--- src/rtl/mem_arbiter.sv ---
// mem_arbiter: shares one single-port synchronous word RAM between the
// instruction-fetch port and the load/store port of the core.
//
// Every access is sequenced IDLE -> ISSUE -> RESP, so the arbiter accepts
// one access every three cycles.
// - In IDLE the arbiter picks a winner and registers the RAM command.
// - In ISSUE the RAM is enabled for one cycle.
// - In RESP the owner receives a one-cycle ack. A load or fetch also gets
//   the RAM read data passed straight through.
//
// Arbitration:
// - Data wins by default.
// - A waiting fetch wins once STARVE_MAX data grants in a row have gone by
//   while it was waiting.
//
// Ports:
//   clk, rst            clock (rising edge), async active-high reset
//   inst_req_i/addr_i   fetch request and byte address
//   inst_data_o/ack_o   fetched word and one-cycle completion
//   data_req_i/we_i/sel_i/addr_i/wdata_i   load/store request
//   data_rdata_o/ack_o  load data and one-cycle completion
//   ram_ce_o/we_o/sel_o/addr_o/wdata_o     registered RAM command
//   ram_rdata_i         RAM read data, valid the cycle after ram_ce_o
//   stallreq_o          high while any port has an unserved request
module mem_arbiter #(
    parameter int RAM_AW     = 17,
    parameter int STARVE_MAX = 4
) (
    input  logic              clk,
    input  logic              rst,
    input  logic              inst_req_i,
    input  logic [31:0]       inst_addr_i,
    output logic [31:0]       inst_data_o,
    output logic              inst_ack_o,
    input  logic              data_req_i,
    input  logic              data_we_i,
    input  logic [3:0]        data_sel_i,
    input  logic [31:0]       data_addr_i,
    input  logic [31:0]       data_wdata_i,
    output logic [31:0]       data_rdata_o,
    output logic              data_ack_o,
    output logic              ram_ce_o,
    output logic              ram_we_o,
    output logic [3:0]        ram_sel_o,
    output logic [RAM_AW-1:0] ram_addr_o,
    output logic [31:0]       ram_wdata_o,
    input  logic [31:0]       ram_rdata_i,
    output logic              stallreq_o
);

    localparam int CW = $clog2(STARVE_MAX + 1);
    localparam logic [CW-1:0] STARVE_LIM = CW'(STARVE_MAX);

    typedef enum logic [1:0] {
        ST_IDLE  = 2'd0,
        ST_ISSUE = 2'd1,
        ST_RESP  = 2'd2
    } state_t;

    typedef enum logic [1:0] {
        OWN_NONE = 2'd0,
        OWN_INST = 2'd1,
        OWN_DATA = 2'd2
    } owner_t;

    state_t        state_r;
    owner_t        owner_r;
    logic [CW-1:0] starve_cnt_r;
    logic          load_r;        // the access in flight returns read data
    logic          inst_win_s;
    logic [CW-1:0] starve_next_s;
    logic          unused_addr_s;

    // Byte-lane bits and bits above the RAM window are deliberately ignored.
    assign unused_addr_s = ^{inst_addr_i[31:RAM_AW+2], inst_addr_i[1:0],
                             data_addr_i[31:RAM_AW+2], data_addr_i[1:0]};

    // Arbitration decision and the starve count that results from it.
    always_comb begin
        inst_win_s    = inst_req_i & (~data_req_i | (starve_cnt_r == STARVE_LIM));
        starve_next_s = {CW{1'b0}};
        if (inst_win_s) begin
            starve_next_s = {CW{1'b0}};
        end else if (inst_req_i) begin
            if (starve_cnt_r == STARVE_LIM) begin
                starve_next_s = STARVE_LIM;
            end else begin
                starve_next_s = starve_cnt_r + CW'(1'b1);
            end
        end else begin
            starve_next_s = {CW{1'b0}};
        end
    end

    // Access sequencer: arbitration, RAM command registers and acks.
    always_ff @(posedge clk or posedge rst) begin
        if (rst) begin
            state_r      <= ST_IDLE;
            owner_r      <= OWN_NONE;
            starve_cnt_r <= {CW{1'b0}};
            load_r       <= 1'b0;
            ram_ce_o     <= 1'b0;
            ram_we_o     <= 1'b0;
            ram_sel_o    <= 4'b0000;
            ram_addr_o   <= {RAM_AW{1'b0}};
            ram_wdata_o  <= 32'h0000_0000;
            inst_ack_o   <= 1'b0;
            data_ack_o   <= 1'b0;
        end else begin
            case (state_r)
                ST_IDLE: begin
                    if (inst_req_i | data_req_i) begin
                        starve_cnt_r <= starve_next_s;
                        ram_ce_o     <= 1'b1;
                        state_r      <= ST_ISSUE;
                        if (inst_win_s) begin
                            owner_r    <= OWN_INST;
                            load_r     <= 1'b1;
                            ram_we_o   <= 1'b0;
                            ram_sel_o  <= 4'b1111;
                            ram_addr_o <= inst_addr_i[RAM_AW+1:2];
                        end else begin
                            owner_r     <= OWN_DATA;
                            load_r      <= ~data_we_i;
                            ram_we_o    <= data_we_i;
                            ram_sel_o   <= data_sel_i;
                            ram_addr_o  <= data_addr_i[RAM_AW+1:2];
                            ram_wdata_o <= data_wdata_i;
                        end
                    end else begin
                        state_r <= ST_IDLE;
                    end
                end
                ST_ISSUE: begin
                    // RAM samples the command on this edge; read data follows in RESP.
                    ram_ce_o   <= 1'b0;
                    ram_we_o   <= 1'b0;
                    inst_ack_o <= (owner_r == OWN_INST);
                    data_ack_o <= (owner_r == OWN_DATA);
                    state_r    <= ST_RESP;
                end
                ST_RESP: begin
                    inst_ack_o <= 1'b0;
                    data_ack_o <= 1'b0;
                    owner_r    <= OWN_NONE;
                    state_r    <= ST_IDLE;
                end
                default: begin
                    ram_ce_o   <= 1'b0;
                    ram_we_o   <= 1'b0;
                    inst_ack_o <= 1'b0;
                    data_ack_o <= 1'b0;
                    owner_r    <= OWN_NONE;
                    state_r    <= ST_IDLE;
                end
            endcase
        end
    end

    // Read data is passed through from the RAM during the owner's ack cycle only.
    always_comb begin
        if (inst_ack_o & load_r) begin
            inst_data_o = ram_rdata_i;
        end else begin
            inst_data_o = 32'h0000_0000;
        end
        if (data_ack_o & load_r) begin
            data_rdata_o = ram_rdata_i;
        end else begin
            data_rdata_o = 32'h0000_0000;
        end
    end

    // Stall the pipeline while any port still waits for its ack.
    always_comb begin
        stallreq_o = (inst_req_i & ~inst_ack_o) | (data_req_i & ~data_ack_o);
    end

endmodule

--- config.mk ---
export PLATFORM = sky130hd
export DESIGN_NAME = mem_arbiter
export DESIGN_NICKNAME = d
export VERILOG_FILES = /design/src/rtl/mem_arbiter.sv
export SDC_FILE = /design/constraint.sdc
export NUM_CORES = 1
export LEC_CHECK = 0
export BUFFER_PORTS_ARGS = -buffer_cell sky130_fd_sc_hd__buf_2
export CAP_MARGIN = 25
export CELL_PAD_IN_SITES_DETAIL_PLACEMENT = 1
export CELL_PAD_IN_SITES_GLOBAL_PLACEMENT = 1
export CORE_ASPECT_RATIO = 1.75
export CORE_MARGIN = 4
export CORE_UTILIZATION = 27
export CTS_CLUSTER_SIZE = 28
export DETAILED_ROUTE_END_ITERATION = 16
export HOLD_SLACK_MARGIN = 0.12
export PLACE_DENSITY_LB_ADDON = 0.1
export SLEW_MARGIN = 15
export SYNTH_ARGS = -nofsm -noshare
export SYNTH_HDL_FRONTEND = slang
export SYNTH_SLANG_ARGS = --single-unit
--- constraint.sdc ---
create_clock -name clk -period 2.05 [get_ports clk]
set_input_delay 0 -clock clk [delete_from_list [all_inputs] [get_ports clk]]
set_output_delay 0 -clock clk [all_outputs]
set_load 0.02 [all_outputs]
# Yosys cells after proc, flatten, opt, wreduce, memory -nomap -nowiden
# Index checks and enable logic that the tools add are counted.
# totals
elab_cells,58
memories,0
register_bits,65
latchBits,0
rom_bits,0
mem_bits_rw,0
# classes
multipliers,0
n_bitwise,15
n_eq_ne,6
mux,20
shifts,0
magnitude_cmp,0
n_reduce_logical,5
addsub,1
div_mod_pow,0
# op_table
operator,n
$mux 32,2
$mux 17,1
$mux 3,3
$pmux 1 s2,4
$pmux 2 s2,2
$not 1->1,7
$reduce_and 2->1,3
$and 1x1->1,5
$mux 1,5
$eq 2x1->1 const B,2
$eq 2x2->1 const B,2
$mux 2,2
$mux 4,1
$add 3x1->3 const B,1
$eq 3x3->1 const B,1
$or 1x1->1,3
$reduce_and 3->1,1
$logic_not 2->1,1
$ne 2x2->1 const B,1

# Logic depth before layout (Yosys ltp)
# Gate-level depths: netlist (run 1).
# logic_depth
word_depth,6
ltp_mapped,7
ltp_nobuf,5

# Worst setup path after synthesis (run 1)
# Ideal clock, no wire load.
# synth_path
path_type,register -> register
from,register starve_cnt_r[0]
to,register ram_addr_o[16]
arrival_time_ns,1.479
path_stages_with_launch,8
synth_period_minus_slack_ns,1.605
setup_time_ns,0.126
path_buffers,2
setup_slack_ns,0.445
path_cell_list,dfrtp_1 > inv_1 > ha_1 > a21bo_1 > and3_1 > buf_6 > buf_6 > a221o_1
# synth_via
elab_chain_len,4
# synth_rtl
element,line_no,text
from (decl),68,logic [CW-1:0] starve_cnt_r;
from (signal assigned),100,starve_cnt_r <= {CW{1'b0}};
from (signal assigned),113,starve_cnt_r <= starve_next_s;
$eq 3x3->1,80,inst_win_s = inst_req_i & (~data_req_i | (starve_cnt_r == STARVE_LIM));
$or 1x1->1,80,
$and 1x1->1,80,
$mux 17,116,if (inst_win_s) begin
to (signal assigned),105,ram_addr_o <= {RAM_AW{1'b0}};
to (signal assigned),121,ram_addr_o <= inst_addr_i[RAM_AW+1:2];
to (signal assigned),127,ram_addr_o <= data_addr_i[RAM_AW+1:2];
to (decl),45,"output logic [RAM_AW-1:0] ram_addr_o,"
# No other way between the ends.
# A chain may end at the register's enable or synchronous reset.

# Worst setup path after layout (run 1)
# layout_path
from,register starve_cnt_r[0]
to,register ram_addr_o[4]
# The elaborated chain is that of the path after synthesis.

==> results of run 1 <==
[synthesized netlist by cell type, types with 2 or more instances]
| master | count | area [sq um] |
|---|---|---|
| nand3b_1 | 2 | 15.0 |
| a21boi_0 | 17 | 128 |
| a21oi_1 | 3 | 15.0 |
| a21o_1 | 3 | 22.5 |
| clkbuf_1 | 17 | 63.8 |
| a221o_1 | 17 | 170 |
| o22a_1 | 4 | 35.0 |
| and3_1 | 66 | 413 |
| ha_1 | 2 | 25.0 |
| o22ai_1 | 2 | 12.5 |
| nand3_1 | 2 | 10.0 |
| buf_6 | 8 | 90.1 |
| nand2b_1 | 2 | 12.5 |
| inv_1 | 7 | 26.3 |
| nand2_1 | 2 | 7.51 |
| dfrtp_1 | 65 | 1630 |
| nor2_1 | 2 | 7.51 |
| mux2_2 | 32 | 360 |
[registers in the layout, indices dropped and copies added, names as in the netlist, 2 cells and up]
name,count
ram_wdata_o,32
ram_addr_o,17
ram_sel_o,4
starve_cnt_r,3
owner_r,2
state_r,2
[power by group through the flow]
stage / clock [W] / sequential, W / combinational (W)
global placement: 0 / 0.00226 / 0.00348
floorplan: 0 / 0.00292 / 0.00171
CTS: 0.00165 / 0.00229 / 0.00365
finish: 0.00160 / 0.00228 / 0.00361
detailed placement: 0 / 0.00230 / 0.00354
global route: 0.00171 / 0.00238 / 0.00391
[worst register-to-register path: cells and delay by family, from the launching register on]
family | cells | cell delay [ps]
buffers and inverters | 1 | 70
AND/OR/NAND/NOR | 1 | 430
flip-flops | 1 | 350
AO/OA/AOI/OAI | 2 | 630
adder cells (fa/ha/maj) | 1 | 210
[cell families after synthesis]
family | after synthesis | share of synthesized area [%]
muxes | 33 | 11.9
adders and majority gates | 2 | 0.801
buffers and inverters | 33 | 5.93
DFF | 65 | 52.1
AOI/OAI and AO/OA | 51 | 13.7
and+or+nand+nor | 79 | 15.6
[worst max-delay path by stage]
stage,to,depth (start not counted),start
after detailed placement,ram_addr_o[14],5,starve_cnt_r[0]
final,ram_addr_o[4],5,starve_cnt_r[0]
after floorplan,data_ack_o,1,rst
after CTS,ram_addr_o[14],5,starve_cnt_r[0]
after global placement,ram_addr_o[15],5,starve_cnt_r[0]
after global routing,ram_addr_o[4],5,starve_cnt_r[0]
[layer usage]
metal	share of wire, %	track usage, %	up-vias
met5	0	0	-
met4	2.1	6.33	0
met3	11	5.64	16
met2	53	32.1	171
met1	34	17.4	1590
li1	-	-	1565
[area by class of cell]
cell class / count / area [sq um]
Clock inverter: 5 / 80.1
Antenna cell: 1 / 2.50
Clock buffer: 11 / 233
Tap cell: 132 / 165
Fill cell: 1331 / 5850
Inverter: 7 / 26.3
Multi-Input combinational cell: 165 / 1310
Timing Repair Buffer: 308 / 1930
Sequential cell: 65 / 1630
[metrics by stage]
step	cell area [sq um]	std cells	total power [W]	util, %	hold slack (ps)
after floorplan	3120	263	0.00463	-	85.0
after global placement	4340	605	0.00574	38.7	121
after detailed placement	4340	605	0.00583	38.7	121
after CTS	5380	693	0.00759	47.9	130
after global routing	5380	693	0.00801	47.9	155
final	5380	694	0.00749	47.9	125
==> flow_metrics.py, run 1 <==
metrics = {
    "power": {
        "p_int_w": 0.00447,
        "leakagePower_nw": 3.00,
        "seq_power_share_pct": 30.5,
        "power_frac_comb_pct": 48.2,
        "irDropWorstVdd_v": 0.000842,
        "p_switching_w": 0.00302,
        "power.density_nw_per_um2": 1390,
        "switching_share_pct": 40.3,
        "clkPwrFrac_pct": 21.3,
    },
    "synth": {
        "synth.avg_cell_area_sq_um": 11.9,
        "ys.flop_type": "dfrtp_1",
        "synth_edf_count": 0,
        "syn_area_sq_um": 3120,
        "ys_types": 28,
        "yosysWarnings": 0,
        "synth_nets": 402,
        "synthCells": 263,
        "ys_ff_latch": 65,
        "ys_seq_area_share_pct": 52.1,
        "ys_async_sr_fraction_pct": 100,
    },
    "grt": {
        "grt_util_all_layers_pct": 17.3,
        "grt_pass1_vias": 3551,
        "grt_max_degree": 65,
        "grt_first_pass_wirelength_microns": 17900,
        "grt-ovfl-total": 0,
        "antenna_found_initial": 0,
    },
    "die": {
        "core_sq_um": 11200,
        "start_util_pct": 27.8,
        "ios": 259,
        "design.die.area_sq_um": 13400,
        "die_w_microns": 89.3,
        "die_y_microns": 150,
        "rows": 51,
    },
    "finish": {
        "final_cell_mix": "buf_2, dlygate4sd3_1, and3_1, dfrtp_1, mux2_2",
        "final_common_cell": "buf_2",
        "drive_above_1_share_pct": 50.8,
        "nets": 695,
        "syn2layout_area_growth_pct": 72.3,
    },
    "place": {
        "portBuffers": 228,
        "gp_congestion": 0.746,
        "place_ws_ps": 218,
        "dp_hpwl_microns": 8120,
    },
    "critical_path": {
        "cp_slowest_cell": "and3_1",
        "start_kind": "register",
        "timing.rr.end": "ram_addr_o[4]",
        "arrival_ps": 2020,
        "critPathBufInv": 1,
        "cp.required_ps": 2250,
        "critical_path.max_stage_delay_ps": 430,
        "worstRegToRegCells": 5,
        "path_delay_family": "compound AO/OA/AOI/OAI gates",
        "worstSetupPathType": "reg2reg",
        "rrSetupSlack_ps": 220,
        "cp_cell_sequence": "inv_1 > ha_1 > a21bo_1 > and3_1 > a221o_1",
        "r2r-start": "starve_cnt_r[0]",
        "end_kind": "register",
        "crit_path_max_fanout": 18,
    },
    "routing": {
        "drcViolationCount": 0,
        "vias_per_cell": 4.82,
        "firstDrtPassIters": 4,
        "vias": 3342,
        "wl_microns": 11800,
        "avgRoutedWirePerCell_microns": 17.0,
        "drt_iter0_drc": 80,
        "antenna_left": 0,
    },
    "hold_path": {
        "worstHoldEndpoint": "ram_sel_o[1]",
        "worstHoldStart": "data_req_i",
        "holdPathStages": 3,
        "worst_hold_path_type": "in2reg",
    },
    "sta": {
        "clock.fmax_ghz": 0.548,
        "hold_viol": 0,
        "tightest_slew_ps": 829,
        "tns_ps": 0,
        "slew_headroom_pct": 44.7,
        "fin_crit_ps": 1830,
        "rsz0062_at_grt": "false",
        "drv_slew": 0,
        "setup_ws_ps": 225,
        "fin_crit_sh_pct": 89.0,
        "final-setup-viol-count": 0,
        "fin_worst_skew_ps": 5.47,
    },
    "clock_tree": {
        "holdBufCountCts": 72,
        "root_buffer": "clkbuf_16",
        "cts_sinks": 65,
        "numCtsBuffers": 9,
        "path_clk_slew_ps": 50,
        "cts_buffer_depth": 2,
        "post-cts-setup-buffer-count": 0,
        "clk_latency_ps": 330,
        "h-tree-depth": 3,
        "cts_resized": 0,
        "cts_tree": "built",
    },
    "job": {
        "maxCapViolations": 0,
    },
    "run_status": {
        "outcome": "complete, no violations",
    },
}
Power figures use the tool's default switching activity.
==> run 2, diff against run 1 <==
Settings changed: CORE_ASPECT_RATIO 1.75 to 1.25, CTS_CLUSTER_DIAMETER from default to 80.
==> run 2 against run 1 <==
Final area fell by 0.23%. Sequential power is essentially flat. Total power fell by 0.98%. Clock-buffer cell count down 1. First-iteration DRC count shrank 6.3%.
==> flow_metrics.py, run 2 (synthesized netlist as in run 1, its figures left out) <==
metrics = {
    "clock_tree": {
        "cts_tree": "built",
        "cts_sinks": 65,
        "path_clk_slew_ps": 60,
        "numCtsBuffers": 9,
        "cts_buffer_depth": 2,
        "h-tree-depth": 3,
        "root_buffer": "clkbuf_16",
        "clk_latency_ps": 330,
    },
    "critical_path": {
        "crit_path_max_fanout": 21,
        "cp_slowest_cell": "and3_1",
        "arrival_ps": 2110,
        "r2r-start": "state_r[0]",
        "cp.required_ps": 2310,
        "end_kind": "register",
        "worstSetupPathType": "reg2reg",
        "start_kind": "register",
        "startpoint": "state_r[0]",
        "path_delay_family": "simple AND/OR/NAND/NOR gates",
        "critPathBufInv": 1,
        "critical_path.max_stage_delay_ps": 690,
        "cp_cell_sequence": "nor2_1 > buf_4 > and3_1 > a221o_1",
    },
    "power": {
        "p_switching_w": 0.00304,
        "p_int_w": 0.00438,
        "switching_share_pct": 41.0,
        "power_frac_comb_pct": 48.5,
        "clkPwrFrac_pct": 20.6,
        "seq_power_share_pct": 30.9,
        "power.density_nw_per_um2": 1380,
        "leakagePower_nw": 3.01,
        "irDropWorstVdd_v": 0.000668,
    },
    "routing": {
        "vias_per_cell": 4.83,
        "drcViolationCount": 0,
        "drt_iter0_drc": 75,
        "antenna_left": 0,
        "vias": 3367,
        "firstDrtPassIters": 4,
        "avgRoutedWirePerCell_microns": 17.0,
        "wl_microns": 11800,
    },
    "sta": {
        "slew_headroom_pct": 42.7,
        "fin_crit_ps": 1850,
        "setup_ws_ps": 198,
        "final-setup-viol-count": 0,
        "tightest_slew_ps": 860,
        "fin_worst_skew_ps": 7.83,
        "clock.fmax_ghz": 0.540,
        "drv_slew": 0,
        "hold_viol": 0,
        "fin_crit_sh_pct": 90.3,
        "rsz0062_at_grt": "false",
        "tns_ps": 0,
    },
    "grt": {
        "grt_pass1_vias": 3695,
        "grt_max_degree": 65,
        "grt-ovfl-total": 0,
        "grt_util_all_layers_pct": 17.9,
        "grt_first_pass_wirelength_microns": 19100,
        "antenna_found_initial": 1,
    },
    "job": {
        "maxCapViolations": 0,
    },
    "hold_path": {
        "worstHoldStart": "data_req_i",
        "worst_hold_path_type": "in2reg",
    },
    "finish": {
        "syn2layout_area_growth_pct": 71.9,
        "final_cell_mix": "buf_2, dlygate4sd3_1, and3_1, dfrtp_1, mux2_2",
        "top_register": "ram_wdata_o",
        "drive_above_1_share_pct": 51.2,
        "final_common_cell": "buf_2",
        "nets": 695,
        "largest_reg_flops": 32,
        "finish.utilization_pct": 48.0,
        "largestRegisters": "ram_wdata_o x32, ram_addr_o x17, ram_sel_o x4",
    },
    "die": {
        "ios": 259,
        "design.die.area_sq_um": 13400,
        "die_y_microns": 128,
        "start_util_pct": 27.9,
        "rows": 43,
        "die_w_microns": 104,
        "core_sq_um": 11200,
    },
    "place": {
        "place_ws_ps": 190,
        "portBuffers": 228,
        "gp_congestion": 0.708,
        "dp_hpwl_microns": 8120,
    },
    "run_status": {
        "outcome": "complete, no violations",
    },
}
-- run 2: final timing paths --
path	to	slack, ps	cells past startpoint
max in group asynchronous	ram_wdata_o[20]	1110	4
min	ram_sel_o[2]	150	3
min in group asynchronous	ram_wdata_o[11]	230	3
max reg2reg	ram_addr_o[5]	200	4
max	ram_addr_o[5]	200	4
min reg2reg	ram_ce_o	470	1
-- run 2: stage by stage --
stage | area [sq um] | cells | total power [W] | hold WS (ps)
floorplan | 3120 | 263 | 0.00463 | 85.0
global placement | 4350 | 608 | 0.00575 | 11.5
detailed placement | 4350 | 608 | 0.00583 | 11.2
CTS | 5360 | 696 | 0.00750 | 163
global route | 5370 | 697 | 0.00790 | 171
finish | 5370 | 697 | 0.00742 | 155
-- run 2: layout make-up --
cell class | count | area, sq um
Clock buffer | 10 | 239
Antenna cell | 1 | 2.50
Inverter | 7 | 26.3
Multi-Input combinational cell | 165 | 1310
Fill cell | 1273 | 5820
Sequential cell | 65 | 1630
Timing Repair Buffer | 308 | 1930
Tap cell | 135 | 169
Clock inverter | 6 | 57.6
-- run 2: timing repair --
| action | CTS | global route |
|---|---|---|
| buffers inserted | 0 | 0 |
| hold endpoints to repair | 92 | 0 |
| hold buffers | 72 | 0 |
| gates resized for setup | 0 | 0 |
-- run 2: power groups by stage --
stage	sequential, W	combinational, W	clock [W]
3_3_place_gp	0.00228	0.00347	0
2_1_floorplan	0.00292	0.00171	0
6_report	0.00229	0.00360	0.00153
4_1_cts	0.00230	0.00364	0.00157
5_1_grt	0.00239	0.00388	0.00163
3_5_place_dp	0.00231	0.00352	0
-- run 2: per-layer routing --
metal  wire length, microns  global-route usage (%)  up-vias
met5                      0                       0        -
met1                   4340                    19.3     1621
met2                   6460                    33.6      173
li1                       -                       -     1563
met4                    142                    5.40        0
met3                    885                    5.34       10
-- run 2: worst register-to-register path, stage by stage (launching register included) --
cell and delay (ps):
dfrtp_1 420, nor2_1 150, buf_4 260, and3_1 700, a221o_1 270
